### src/rtl/timing_pkg.sv
// rtl/timing_pkg.sv - shared subcycle codes, one-hot masks and period helper for the 4004 timing chain
//
// Purpose:
//   Common definitions for timing_gen and phase_gen.
//   - subcycle_e: 3-bit subcycle codes A1..X3 (0..7).
//   - CYC_*: one-hot subcycle masks (bit0 = A1 ... bit7 = X3).
//   - calc_period(): sysclk ticks per subcycle for a given phase/gap setting.
//   - cyc_mask(): one-hot mask for a subcycle code.
// Ports: none (package).

package timing_pkg;

  typedef enum logic [2:0] {
    SC_A1 = 3'd0,
    SC_A2 = 3'd1,
    SC_A3 = 3'd2,
    SC_M1 = 3'd3,
    SC_M2 = 3'd4,
    SC_X1 = 3'd5,
    SC_X2 = 3'd6,
    SC_X3 = 3'd7
  } subcycle_e;

  localparam logic [7:0] CYC_A1 = 8'h01;
  localparam logic [7:0] CYC_A2 = 8'h02;
  localparam logic [7:0] CYC_A3 = 8'h04;
  localparam logic [7:0] CYC_M1 = 8'h08;
  localparam logic [7:0] CYC_M2 = 8'h10;
  localparam logic [7:0] CYC_X1 = 8'h20;
  localparam logic [7:0] CYC_X2 = 8'h40;
  localparam logic [7:0] CYC_X3 = 8'h80;

  // Each subcycle is one clk1 phase, a gap, one clk2 phase and a second gap.
  function automatic int calc_period(input int tphi, input int tgap);
    return 2 * (tphi + tgap);
  endfunction

  function automatic logic [7:0] cyc_mask(input subcycle_e sc);
    logic [7:0] m;
    m = 8'h00;
    case (sc)
      SC_A1:   m = CYC_A1;
      SC_A2:   m = CYC_A2;
      SC_A3:   m = CYC_A3;
      SC_M1:   m = CYC_M1;
      SC_M2:   m = CYC_M2;
      SC_X1:   m = CYC_X1;
      SC_X2:   m = CYC_X2;
      SC_X3:   m = CYC_X3;
      default: m = 8'h00;
    endcase
    return m;
  endfunction

endpackage

### src/rtl/timing_gen_phase_gen.sv
// rtl/timing_gen_phase_gen.sv - subcycle tick counter with two-phase non-overlapping clock decode
//
// Purpose:
//   Counts sysclk ticks 0..P-1 inside one subcycle (P = 2*(TPHI+TGAP)) and
//   decodes the clk1/clk2 phase levels and their one-tick start strobes.
//   All outputs are registered from the count being loaded on the same edge,
//   so they line up with the counter with zero lag.
//
// Parameters:
//   TPHI  sysclk ticks each phase is high (>= 1)
//   TGAP  sysclk ticks of non-overlap after each phase (>= 1)
//
// Ports:
//   sysclk     in   system clock, rising edge
//   rst_n      in   asynchronous active-low reset
//   run        in   1 = advance the counter; 0 = hold and force outputs low
//   wrap       out  counter is at P-1 (next advancing edge wraps to 0)
//   clk1       out  phase-1 level
//   clk2       out  phase-2 level
//   clk1_step  out  one-tick strobe at the start of clk1 high
//   clk2_step  out  one-tick strobe at the start of clk2 high

module phase_gen
  import timing_pkg::*;
#(
  parameter int TPHI = 3,
  parameter int TGAP = 1
) (
  input  logic sysclk,
  input  logic rst_n,
  input  logic run,
  output logic wrap,
  output logic clk1,
  output logic clk2,
  output logic clk1_step,
  output logic clk2_step
);

  localparam int P  = calc_period(TPHI, TGAP);
  localparam int CW = $clog2(P);

  localparam logic [CW-1:0] CNT_MAX   = CW'(P - 1);
  localparam logic [CW-1:0] PH1_END   = CW'(TPHI - 1);
  localparam logic [CW-1:0] PH2_START = CW'(TPHI + TGAP);
  localparam logic [CW-1:0] PH2_END   = CW'(2 * TPHI + TGAP - 1);

  logic [CW-1:0] cnt;
  logic [CW-1:0] cnt_nxt;
  logic          clk1_d;
  logic          clk2_d;
  logic          clk1_step_d;
  logic          clk2_step_d;

  assign wrap = (cnt == CNT_MAX);

  always_comb begin
    cnt_nxt = cnt;
    if (run) begin
      cnt_nxt = wrap ? '0 : cnt + CW'(1);
    end
  end

  // Decode from cnt_nxt so the registered outputs track the new count.
  // When held, every phase output is forced low.
  always_comb begin
    clk1_d      = 1'b0;
    clk2_d      = 1'b0;
    clk1_step_d = 1'b0;
    clk2_step_d = 1'b0;
    if (run) begin
      clk1_d      = (cnt_nxt <= PH1_END);
      clk2_d      = (cnt_nxt >= PH2_START) && (cnt_nxt <= PH2_END);
      clk1_step_d = (cnt_nxt == '0);
      clk2_step_d = (cnt_nxt == PH2_START);
    end
  end

  // Reset parks the counter at P-1 so the first edge lands on tick 0.
  always_ff @(posedge sysclk or negedge rst_n) begin
    if (!rst_n) begin
      cnt       <= CNT_MAX;
      clk1      <= 1'b0;
      clk2      <= 1'b0;
      clk1_step <= 1'b0;
      clk2_step <= 1'b0;
    end else begin
      cnt       <= cnt_nxt;
      clk1      <= clk1_d;
      clk2      <= clk2_d;
      clk1_step <= clk1_step_d;
      clk2_step <= clk2_step_d;
    end
  end

endmodule

### src/rtl/timing_gen.sv
// rtl/timing_gen.sv - 4004 two-phase clock, subcycle sequencer and SYNC generator
//
// Purpose:
//   Top of the timing chain. Uses phase_gen for the tick counter and the
//   clk1/clk2 decode, and adds the A1..X3 subcycle register, the one-hot and
//   binary subcycle outputs and SYNC (high for the whole of X3).
//   Build option TIMING_GEN_SINGLE_STEP_EN adds step_req/halted: the block
//   parks after X3 until step_req is seen, then restarts at A1.
//
// Parameters:
//   TPHI  sysclk ticks each phase is high (>= 1)
//   TGAP  sysclk ticks of non-overlap after each phase (>= 1)
//
// Ports:
//   sysclk     in   system clock, rising edge
//   rst_n      in   asynchronous active-low reset
//   step_req   in   (TIMING_GEN_SINGLE_STEP_EN only) run/resume request
//   clk1       out  phase-1 level
//   clk2       out  phase-2 level, never overlapping clk1
//   clk1_step  out  one-tick strobe at each clk1 rise (step_a)
//   clk2_step  out  one-tick strobe at each clk2 rise (step_b)
//   cyc        out  one-hot subcycle, bit0 = A1 ... bit7 = X3
//   cyc_code   out  binary subcycle, A1 = 0 ... X3 = 7
//   sync       out  high throughout X3
//   halted     out  (TIMING_GEN_SINGLE_STEP_EN only) parked after X3

module timing_gen
  import timing_pkg::*;
#(
  parameter int TPHI = 3,
  parameter int TGAP = 1
) (
  input  logic       sysclk,
  input  logic       rst_n,
`ifdef TIMING_GEN_SINGLE_STEP_EN
  input  logic       step_req,
  output logic       halted,
`endif
  output logic       clk1,
  output logic       clk2,
  output logic       clk1_step,
  output logic       clk2_step,
  output logic [7:0] cyc,
  output logic [2:0] cyc_code,
  output logic       sync
);

  logic      run;
  logic      wrap;
  subcycle_e sub;
  subcycle_e sub_nxt;
  logic [7:0] cyc_d;
  logic [2:0] cyc_code_d;
  logic       sync_d;

  phase_gen #(
    .TPHI (TPHI),
    .TGAP (TGAP)
  ) u_phase_gen (
    .sysclk    (sysclk),
    .rst_n     (rst_n),
    .run       (run),
    .wrap      (wrap),
    .clk1      (clk1),
    .clk2      (clk2),
    .clk1_step (clk1_step),
    .clk2_step (clk2_step)
  );

`ifdef TIMING_GEN_SINGLE_STEP_EN
  logic halted_q;
  logic halted_nxt;
  logic start_pend;
  logic halt_take;

  // start_pend marks the first edge after reset: the block sits at X3/P-1
  // there too, but that start must not be mistaken for a halt point.
  always_ff @(posedge sysclk or negedge rst_n) begin
    if (!rst_n) begin
      halted_q   <= 1'b0;
      start_pend <= 1'b1;
    end else begin
      halted_q   <= halted_nxt;
      start_pend <= 1'b0;
    end
  end

  // A halted block sits at X3/P-1, so releasing run on a step_req edge
  // wraps straight into A1 tick 0, exactly like the post-reset start.
  always_comb begin
    halt_take  = !start_pend && wrap && (sub == SC_X3) && !step_req;
    halted_nxt = !step_req && (halted_q || halt_take);
    run        = !halted_nxt;
  end

  assign halted = halted_q;
`else
  assign run = 1'b1;
`endif

  // Subcycle state register.
  always_ff @(posedge sysclk or negedge rst_n) begin
    if (!rst_n) begin
      sub <= SC_X3;
    end else begin
      sub <= sub_nxt;
    end
  end

  // Next subcycle: advance only when the tick counter wraps; X3 rolls to A1.
  always_comb begin
    sub_nxt = sub;
    if (run && wrap) begin
      sub_nxt = subcycle_e'(sub + 3'd1);
    end
  end

  // Output decode from the subcycle being loaded on this edge.
  always_comb begin
    cyc_d      = 8'h00;
    cyc_code_d = 3'd0;
    sync_d     = 1'b0;
    if (run) begin
      cyc_d      = cyc_mask(sub_nxt);
      cyc_code_d = sub_nxt;
      sync_d     = (sub_nxt == SC_X3);
    end
  end

  always_ff @(posedge sysclk or negedge rst_n) begin
    if (!rst_n) begin
      cyc      <= 8'h00;
      cyc_code <= 3'd0;
      sync     <= 1'b0;
    end else begin
      cyc      <= cyc_d;
      cyc_code <= cyc_code_d;
      sync     <= sync_d;
    end
  end

endmodule

### config.mk
export PLATFORM = sky130hd
export DESIGN_NAME = timing_gen
export DESIGN_NICKNAME = d
export VERILOG_FILES = /design/src/rtl/timing_pkg.sv /design/src/rtl/timing_gen_phase_gen.sv /design/src/rtl/timing_gen.sv
export SDC_FILE = /design/constraint.sdc
export NUM_CORES = 1
export LEC_CHECK = 0
export ABC_AREA = 0
export BUFFER_PORTS_ARGS = -buffer_cell sky130_fd_sc_hd__buf_2
export CORE_ASPECT_RATIO = 1.2
export CORE_MARGIN = 5
export CORE_UTILIZATION = 46
export CTS_CLUSTER_DIAMETER = 150
export DETAILED_ROUTE_END_ITERATION = 12
export MAX_ROUTING_LAYER = met4
export PLACE_DENSITY = 0.78
export SLEW_MARGIN = 20
export SYNTH_ARGS = -nofsm -noshare
export SYNTH_HDL_FRONTEND = slang
export SYNTH_SLANG_ARGS = --single-unit
### constraint.sdc
create_clock -name sysclk -period 1.29 [get_ports sysclk]
set_input_delay 0.1935 -clock sysclk [delete_from_list [all_inputs] [get_ports sysclk]]
set_output_delay 0.1935 -clock sysclk [all_outputs]
set_load 0.01 [all_outputs]
# After elaboration in Yosys (flattened, before gate mapping)
# Memory sizes are Yosys's and may differ from the RTL's. A register that Yosys moved wholly into a read port is not among the register bits.
# Index checks and enable logic that the tools add are counted.
[classes] n_addsub=2 n_lt_le_gt_ge=3 eq_ne=3 mux=2 reduce_logical=3
[ops] operator="$eq 3x3->1 const B" count=3
[ops] operator="$add 3x1->3 const B" count=2
[ops] operator="$mux 3" count=2
[ops] operator="$ge 3x3->1 const B" count=1
[ops] operator="$le 3x2->1 const B" count=1
[ops] operator="$le 3x3->1 const B" count=1
[ops] operator="$logic_not 3->1" count=1
[ops] operator="$logic_and 1x1->1" count=1
[ops] operator="$logic_not 1->1" count=1
[totals] reg_bits=14 romBits=64 inputBits=2 memories=1
[mem_list] name="(name not given)" words=8 word_bits=8 read_ports=1 rd_clocked_by_memory_dff=1 write_ports=0 line_no="timing_pkg.sv:41" text="case (sc)"

# Logic depth before layout (Yosys ltp)
# Gate-level depths: netlist (run 1).
[depth] word_depth=4 depth_mapped=6

# By module
# A second synthesis (run 1) with hierarchy kept.
[unflattened] hier_cells=62 area_unflattened_um2=828.3
[by_module_without_submodules] mod="timing_gen" n_inst=1 cells_per_inst=42 area_per_inst_um2=551.8
[by_module_without_submodules] mod="phase_gen" n_inst=1 cells_per_inst=20 area_per_inst_um2=276.5

# Worst setup path before layout (run 1)
# Ideal clock, no wire load.
[synth_timing] path_kind="reg-to-reg" startpoint="register sub[0]" endpoint="register cyc_code[1]" t_arrival_ns=1.226 slack_ns=-0.065 stages_incl_launch_ff=4 path_buffers=0 cell_sequence="dfstp_2 ha_1 and3_1 or2_1"
[synth_between] elab_chain_cells=2
[synth_lines] item="start: declaration" line_no="timing_gen.sv:50" text="subcycle_e sub;"
[synth_lines] item="start signal: assignment" line_no="timing_gen.sv:106" text="sub <= sub_nxt;"
[synth_lines] item="$add 3x1->3" line_no="timing_gen.sv:114" text="sub_nxt = subcycle_e'(sub + 3'd1);"
[synth_lines] item="$mux 3" line_no="timing_gen.sv:113" text="if (run && wrap) begin"
[synth_lines] item="net cyc_code_d[1]" line_no="timing_gen.sv:53" text="logic [2:0] cyc_code_d;"
[synth_lines] item="end signal: assignment" line_no="timing_gen.sv:137" text="cyc_code <= cyc_code_d;"
[synth_lines] item="end: declaration" line_no="timing_gen.sv:44" text="output logic [2:0] cyc_code,"
# The timed path passes the listed nets, and every way through them passes these cells.

# Final worst setup path (run 1)
[layout_timing] startpoint="register u_phase_gen.cnt[0]" endpoint="register cyc[1]"
[layout_between] elab_chain_cells=2
[layout_lines] item="start: declaration" line_no="timing_gen_phase_gen.sv:47" text="logic [CW-1:0] cnt;"
[layout_lines] item="start signal: assignment" line_no="timing_gen_phase_gen.sv:87" text="cnt <= cnt_nxt;"
[layout_lines] item="$eq 3x3->1" line_no="timing_gen_phase_gen.sv:54" text="assign wrap = (cnt == CNT_MAX);"
[layout_lines] item="$mux 3" line_no="timing_gen.sv:113"
[layout_lines] item="net cyc_code_d[2]" line_no="timing_gen.sv:53"
[layout_lines] item="end: declaration" line_no="timing_gen.sv:43" text="output logic [7:0] cyc,"
# The timed path passes the listed nets, and every way through them passes these cells.

==> results.yml, run 1 <==
cts:
  clockBufferDepth: 2
  cts_made_buffers: 3
  htreeDepth: 1
  clkSinkCount: 21
  cts_tree: "yes"
  cts.clk_slew.worst_paths_ns: 0.11
  cts_root_buffer: "clkbuf_4"
  clock_latency_ns: 0.29
detailed_routing:
  viasPerCell: 4.85
  drt_wl_total_um: 1480
  drt_iter0_markers: 5
  drcViolationCount: 0
  drt_pass1_iterations: 4
  wl_per_cell_um: 14.1
  ant_nets: 0
  vias: 509
logic_synthesis:
  synth_cells: 62
  yosys.area.top_type: "dfrtp_1"
  netlist_area_um2: 837
  synth_top_area_share_pct: 44.8
  ys_seq_area_share_pct: 63.7
  avgSynthCellArea_um2: 13.5
  synth_nets: 68
  ys_seq_elements: 21
  yosysWarnings: 0
  yosys-top-cells-area: "dfrtp_1, dfstp_2, ha_1"
  yosys.cell_types.count: 22
floorplanning:
  die_h_um: 56.7
  dieWidth_um: 48.9
  dieArea_mm2: 0.00278
  placementRows: 17
  start_util_pct: 46.8
  ioPinCount: 18
  coreArea_mm2: 0.00179
worst_setup_path:
  worstSetupEndpointType: "register"
  r2r_start: "u_phase_gen.cnt[0]$_DFF_PN1_"
  worstSetupEndpoint: "cyc[1]$_DFF_PN0_"
  r2r-end: "cyc[1]$_DFF_PN0_"
  crit_type: "register to register"
  r2r_cells: 5
  cp_max_fo: 7
  rrSetupSlack_ns: -0.03
  startpoint_type: "register"
  crit_start: "u_phase_gen.cnt[0]$_DFF_PN1_"
  required_ns: 1.53
  arrival_ns: 1.56
sta:
  skew_ns: 0.00185
  period_needed_ns: 1.32
  fmax_ghz: 0.755
  finalCritPeriodShare_pct: 103
  tightest_slew_ns: 0.444
  relSlewSlack_pct: 70.4
  timing.final.ws_setup_ns: -0.0349
  slew_viol_final: 0
  setup_viol: 8
  finalSetupTns_ns: -0.209
  finalHoldViolCount: 0
  rsz0062_at_grt: "yes"
global_routing:
  grtUsageTotal_pct: 11.6
  grt_pass1_wl_um: 2390
  antenna_found_initial: 0
  grt_pass1_vias: 552
  overflow: 0
  grt_max_degree: 22
job:
  maxCapViolations: 0
place:
  dp_hpwl_um: 986
  pre_cts_ws_ns: -0.0376
  place.gp.congestion: 0.768
  postPlaceCellArea_um2: 961
  io_buffers: 17
pwr:
  peakVddDrop_v: 0.000517
  p_leak_nw: 0.499
  power-per-cell-area_mw_per_mm2: 910
finish:
  drive_gt1_share_pct: 58.1
  nNetsFinal: 93
  fin_util_pct: 60.2
  final_common_cell: "buf_2"
  fin_area_mm2: 0.00107
  syn2layout_area_growth_pct: 28.4
  n_antenna_cell: 0
  final_cell_mix: "buf_2, dfrtp_1, nor2_1, dfstp_2, buf_4"
  fillers: 159
min_path:
  hp-class: "primary input to asynchronous set/reset pin"
outcome:
  violations: "setup timing"
  status: "complete, but fails checks"
## cell type report
cell class	count	area, um2	share of cell area (%)
clock buffers	3	22.5	2.10
clock inverters	1	5.00	0.466
inverters	5	21.3	1.98
multi-input cells	33	337	31.3
flip-flops and latches	21	533	49.6
well taps	19	23.8	2.21
repair buffers	23	133	12.3
## power breakdown
group          internal (W)  switching, W  leakage, nW
sequential         0.000659             0        0.252
clock              0.000115      0.000188       0.0177
combinational    0.00000306     0.0000119        0.229
## cell families (layout without fill, tap and decap cells)
| logic type | after synthesis | count (layout) | synth area share, % |
|---|---|---|---|
| xor gates and xnor gates | 3 | 3 | 6.28 |
| buffers and inverters | 8 | 32 | 5.83 |
| AOI/OAI and AO/OA | 6 | 6 | 4.34 |
| DFF | 21 | 21 | 63.7 |
| adders and majority gates | 4 | 4 | 5.98 |
| muxes | 2 | 2 | 2.39 |
| and+or+nand+nor | 18 | 18 | 11.5 |
## metrics by stage
step           total power [W]  cells  hold slack (ns)
6_report              0.000978    105            0.364
3_5_place_dp          0.000685     97            0.164
2_1_floorplan         0.000671     62           -0.102
4_1_cts               0.000994    104            0.364
3_3_place_gp          0.000684     97            0.152
5_1_grt                0.00102    105            0.398
## cells in the mapped netlist (all sizes together)
| library cell | n |
|---|---|
| a32oi | 1 |
| dfstp | 6 |
| nand2 | 1 |
| mux2i | 2 |
| nor3 | 1 |
| inv | 5 |
| and4b | 1 |
| nand3 | 1 |
| buf | 3 |
| dfrtp | 15 |
| and2 | 1 |
| or2 | 1 |
| xnor2 | 2 |
| ha | 4 |
| xor2 | 1 |
| and3 | 1 |
| a21oi | 4 |
| a21boi | 1 |
| nor2 | 11 |
## registers in the layout, summed over array words and instances, names as in the netlist
signal,count
cyc,7
cyc_code,3
sub,3
u_phase_gen.cnt,3
sync,1
u_phase_gen.clk1,1
u_phase_gen.clk1_step,1
u_phase_gen.clk2,1
u_phase_gen.clk2_step,1
## how the worst min path moves through the flow
stage | from | endpoint | slack (ns) | depth (start not counted)
6_report | rst_n | cyc_code[2]$_DFF_PN0_ | 0.36 | 2
5_1_grt | rst_n | cyc[4]$_DFF_PN0_ | 0.40 | 2
4_1_cts | rst_n | cyc[5]$_DFF_PN0_ | 0.36 | 2
3_5_place_dp | rst_n | cyc[4]$_DFF_PN0_ | 0.16 | 1
3_3_place_gp | rst_n | cyc[4]$_DFF_PN0_ | 0.15 | 1
2_1_floorplan | rst_n | cyc[0]$_DFF_PN0_ | -0.10 | 0
## repair_timing
action / in CTS / in global routing
endpoints found under the hold margin: 15 / 0
setup endpoints to repair: 7 / 15
resized for setup: 3 / 11
setup buffers: 2 / 1
pin swaps: 2 / 7
hold buffers: 1 / 0
## metal layers
metal	wire length, um	vias to the layer above	track usage [%]
met2	864	14	21.1
met4	6	0	5.77
met5	0	-	-
met1	532	249	11.7
li1	-	244	-
met3	75	2	1.86
## worst max-delay path, stage by stage, from the launching register on
cell and delay (ns):
dfstp_2 0.58, ha_4 0.19, nand3_4 0.10, xor2_4 0.22, inv_4 0.08, nor2_1 0.09
(Power assumes the default switching activity.)
==> run 2: changes to the inputs <==
--- a/config.mk
+++ b/config.mk
@@ -7,9 +7,11 @@
 export LEC_CHECK = 0
 export ABC_AREA = 0
 export BUFFER_PORTS_ARGS = -buffer_cell sky130_fd_sc_hd__buf_2
+export CELL_PAD_IN_SITES_DETAIL_PLACEMENT = 1
+export CELL_PAD_IN_SITES_GLOBAL_PLACEMENT = 2
 export CORE_ASPECT_RATIO = 1.2
 export CORE_MARGIN = 5
-export CORE_UTILIZATION = 46
+export CORE_UTILIZATION = 31
 export CTS_CLUSTER_DIAMETER = 150
 export DETAILED_ROUTE_END_ITERATION = 12
 export MAX_ROUTING_LAYER = met4
==> results.yml, run 2 (synthesized netlist as in run 1, its figures left out) <==
worst_setup_path:
  r2r-end: "cyc[3]$_DFF_PN0_"
  cp_num_cells: 5
  critical-path-max-stage-delay_ns: 0.58
  crit_type: "register to register"
  worstSetupEndpointType: "register"
  crit_buf_inv: 1
  r2r_cells: 5
  required_ns: 1.52
  arrival_ns: 1.55
  cp_cell_sequence: "ha_4, nand3_4, xor2_4, inv_2, nor2_1"
  rrSetupSlack_ns: -0.03
  crit_start: "u_phase_gen.cnt[1]$_DFF_PN1_"
  r2r_start: "u_phase_gen.cnt[1]$_DFF_PN1_"
  startpoint_type: "register"
  crit_slowest_cell: "dfstp_2"
  cp_max_fo: 7
  critPathTopFamily: "flip-flops"
  worstSetupEndpoint: "cyc[3]$_DFF_PN0_"
sta:
  skew_ns: 0.00184
  finalSetupTns_ns: -0.122
  fmax_ghz: 0.760
  period_needed_ns: 1.32
  finalHoldViolCount: 0
  setup_viol: 7
  relSlewSlack_pct: 70.5
  slew_viol_final: 0
  timing.final.ws_setup_ns: -0.0259
  tightest_slew_ns: 0.443
  rsz0062_at_grt: "yes"
  finalCritPeriodShare_pct: 102
floorplanning:
  dieWidth_um: 57.4
  coreArea_mm2: 0.00255
  die_h_um: 66.9
  dieArea_mm2: 0.00384
  start_util_pct: 32.8
  ioPinCount: 18
  placementRows: 20
detailed_routing:
  drt_pass1_iterations: 2
  drcViolationCount: 0
  ant_nets: 0
  vias: 530
  viasPerCell: 4.34
  wl_per_cell_um: 12.0
  drt_wl_total_um: 1460
  drt_iter0_markers: 2
global_routing:
  grt_pass1_wl_um: 2440
  overflow: 0
  antenna_found_initial: 0
  grt_max_degree: 22
  grtUsageTotal_pct: 8.76
  grt_pass1_vias: 576
pwr:
  peakVddDrop_v: 0.000566
  power-per-cell-area_mw_per_mm2: 873
  p_leak_nw: 0.518
finish:
  fin_area_mm2: 0.00111
  top_register: "cyc"
  drive_gt1_share_pct: 57.3
  final_common_cell: "buf_2"
  fillers: 292
  largest_register_ffs: 7
  nNetsFinal: 96
  n_antenna_cell: 0
  syn2layout_area_growth_pct: 33.0
  final_cell_mix: "buf_2, dfrtp_1, nor2_1, buf_4, dfstp_2"
place:
  io_buffers: 17
  place.gp.congestion: 0.688
  dp_hpwl_um: 1080
  postPlaceCellArea_um2: 986
cts:
  clkSinkCount: 21
  cts_root_buffer: "clkbuf_4"
  cts.clk_slew.worst_paths_ns: 0.10
  clock_latency_ns: 0.29
  htreeDepth: 1
  cts_made_buffers: 3
  clockBufferDepth: 2
  cts_tree: "yes"
job:
  maxCapViolations: 0
outcome:
  violations: "setup timing"
  status: "complete, but fails checks"
min_path:
  hp-class: "primary input to asynchronous set/reset pin"
-- run 2: changes by cell type in the layout (fill, tap and decap cells not counted), moves of 2 or more --
cell,delta
nor2_2,-2
inv_2,+2
buf_4,+3
nor2_1,+3
-- run 2: worst min-delay path by stage --
| stage | start | end | slack [ns] | depth (start not counted) |
|---|---|---|---|---|
| after floorplan | rst_n | cyc[0]$_DFF_PN0_ | -0.10 | 0 |
| after global placement | rst_n | cyc[4]$_DFF_PN0_ | 0.16 | 1 |
| after detailed placement | rst_n | cyc[5]$_DFF_PN0_ | 0.17 | 1 |
| after CTS | rst_n | cyc[5]$_DFF_PN0_ | 0.37 | 2 |
| after global routing | rst_n | cyc[0]$_DFF_PN0_ | 0.37 | 2 |
| final | rst_n | cyc[5]$_DFF_PN0_ | 0.36 | 2 |
-- run 2: timing repair --
action,in CTS,in global routing
gates cloned,0,0
hold buffers,1,0
setup endpoints to repair,8,16
pin swaps,2,1
gates resized for setup,2,10
setup buffers,0,5
hold endpoints to repair,15,0
-- run 2: per-stage QoR --
stage	utilization, %	hold slack, ns	instances	power (W)	setup WS (ns)
3_3_place_gp	38.6	0.161	112	0.000684	-0.0383
5_1_grt	43.6	0.375	122	0.00103	-0.0955
3_5_place_dp	38.6	0.167	112	0.000685	-0.0368
4_1_cts	40.3	0.369	117	0.000994	-0.0431
6_report	43.6	0.363	122	0.000972	-0.0259
2_1_floorplan	-	-0.102	62	0.000671	-0.00439
-- run 2: cell type report --
cell class                 instances  area, um2  area share [%]
sequential                        21        533            47.9
multi-input combinational         33        339            30.4
timing repair buffer              26        155            13.9
tap                               33       41.3            3.71
clock buffer                       4       26.3            2.36
inverter                           5       18.8            1.69
-- run 2: per-layer routing --
metal	global-route usage (%)	up-vias	part of all wire, %	wire length, um
li1	-	250	-	-
met1	8.57	263	37	540
met2	14.8	15	54	792
met3	3.10	2	7.3	107
met4	5.22	0	1.2	17
met5	-	-	0	0
-- run 2: power by group --
part	total [W]	switching (W)	internal, W
sequential	0.000659	0	0.000659
clock	0.000298	0.000178	0.000120
combinational	0.0000149	0.0000119	0.00000306
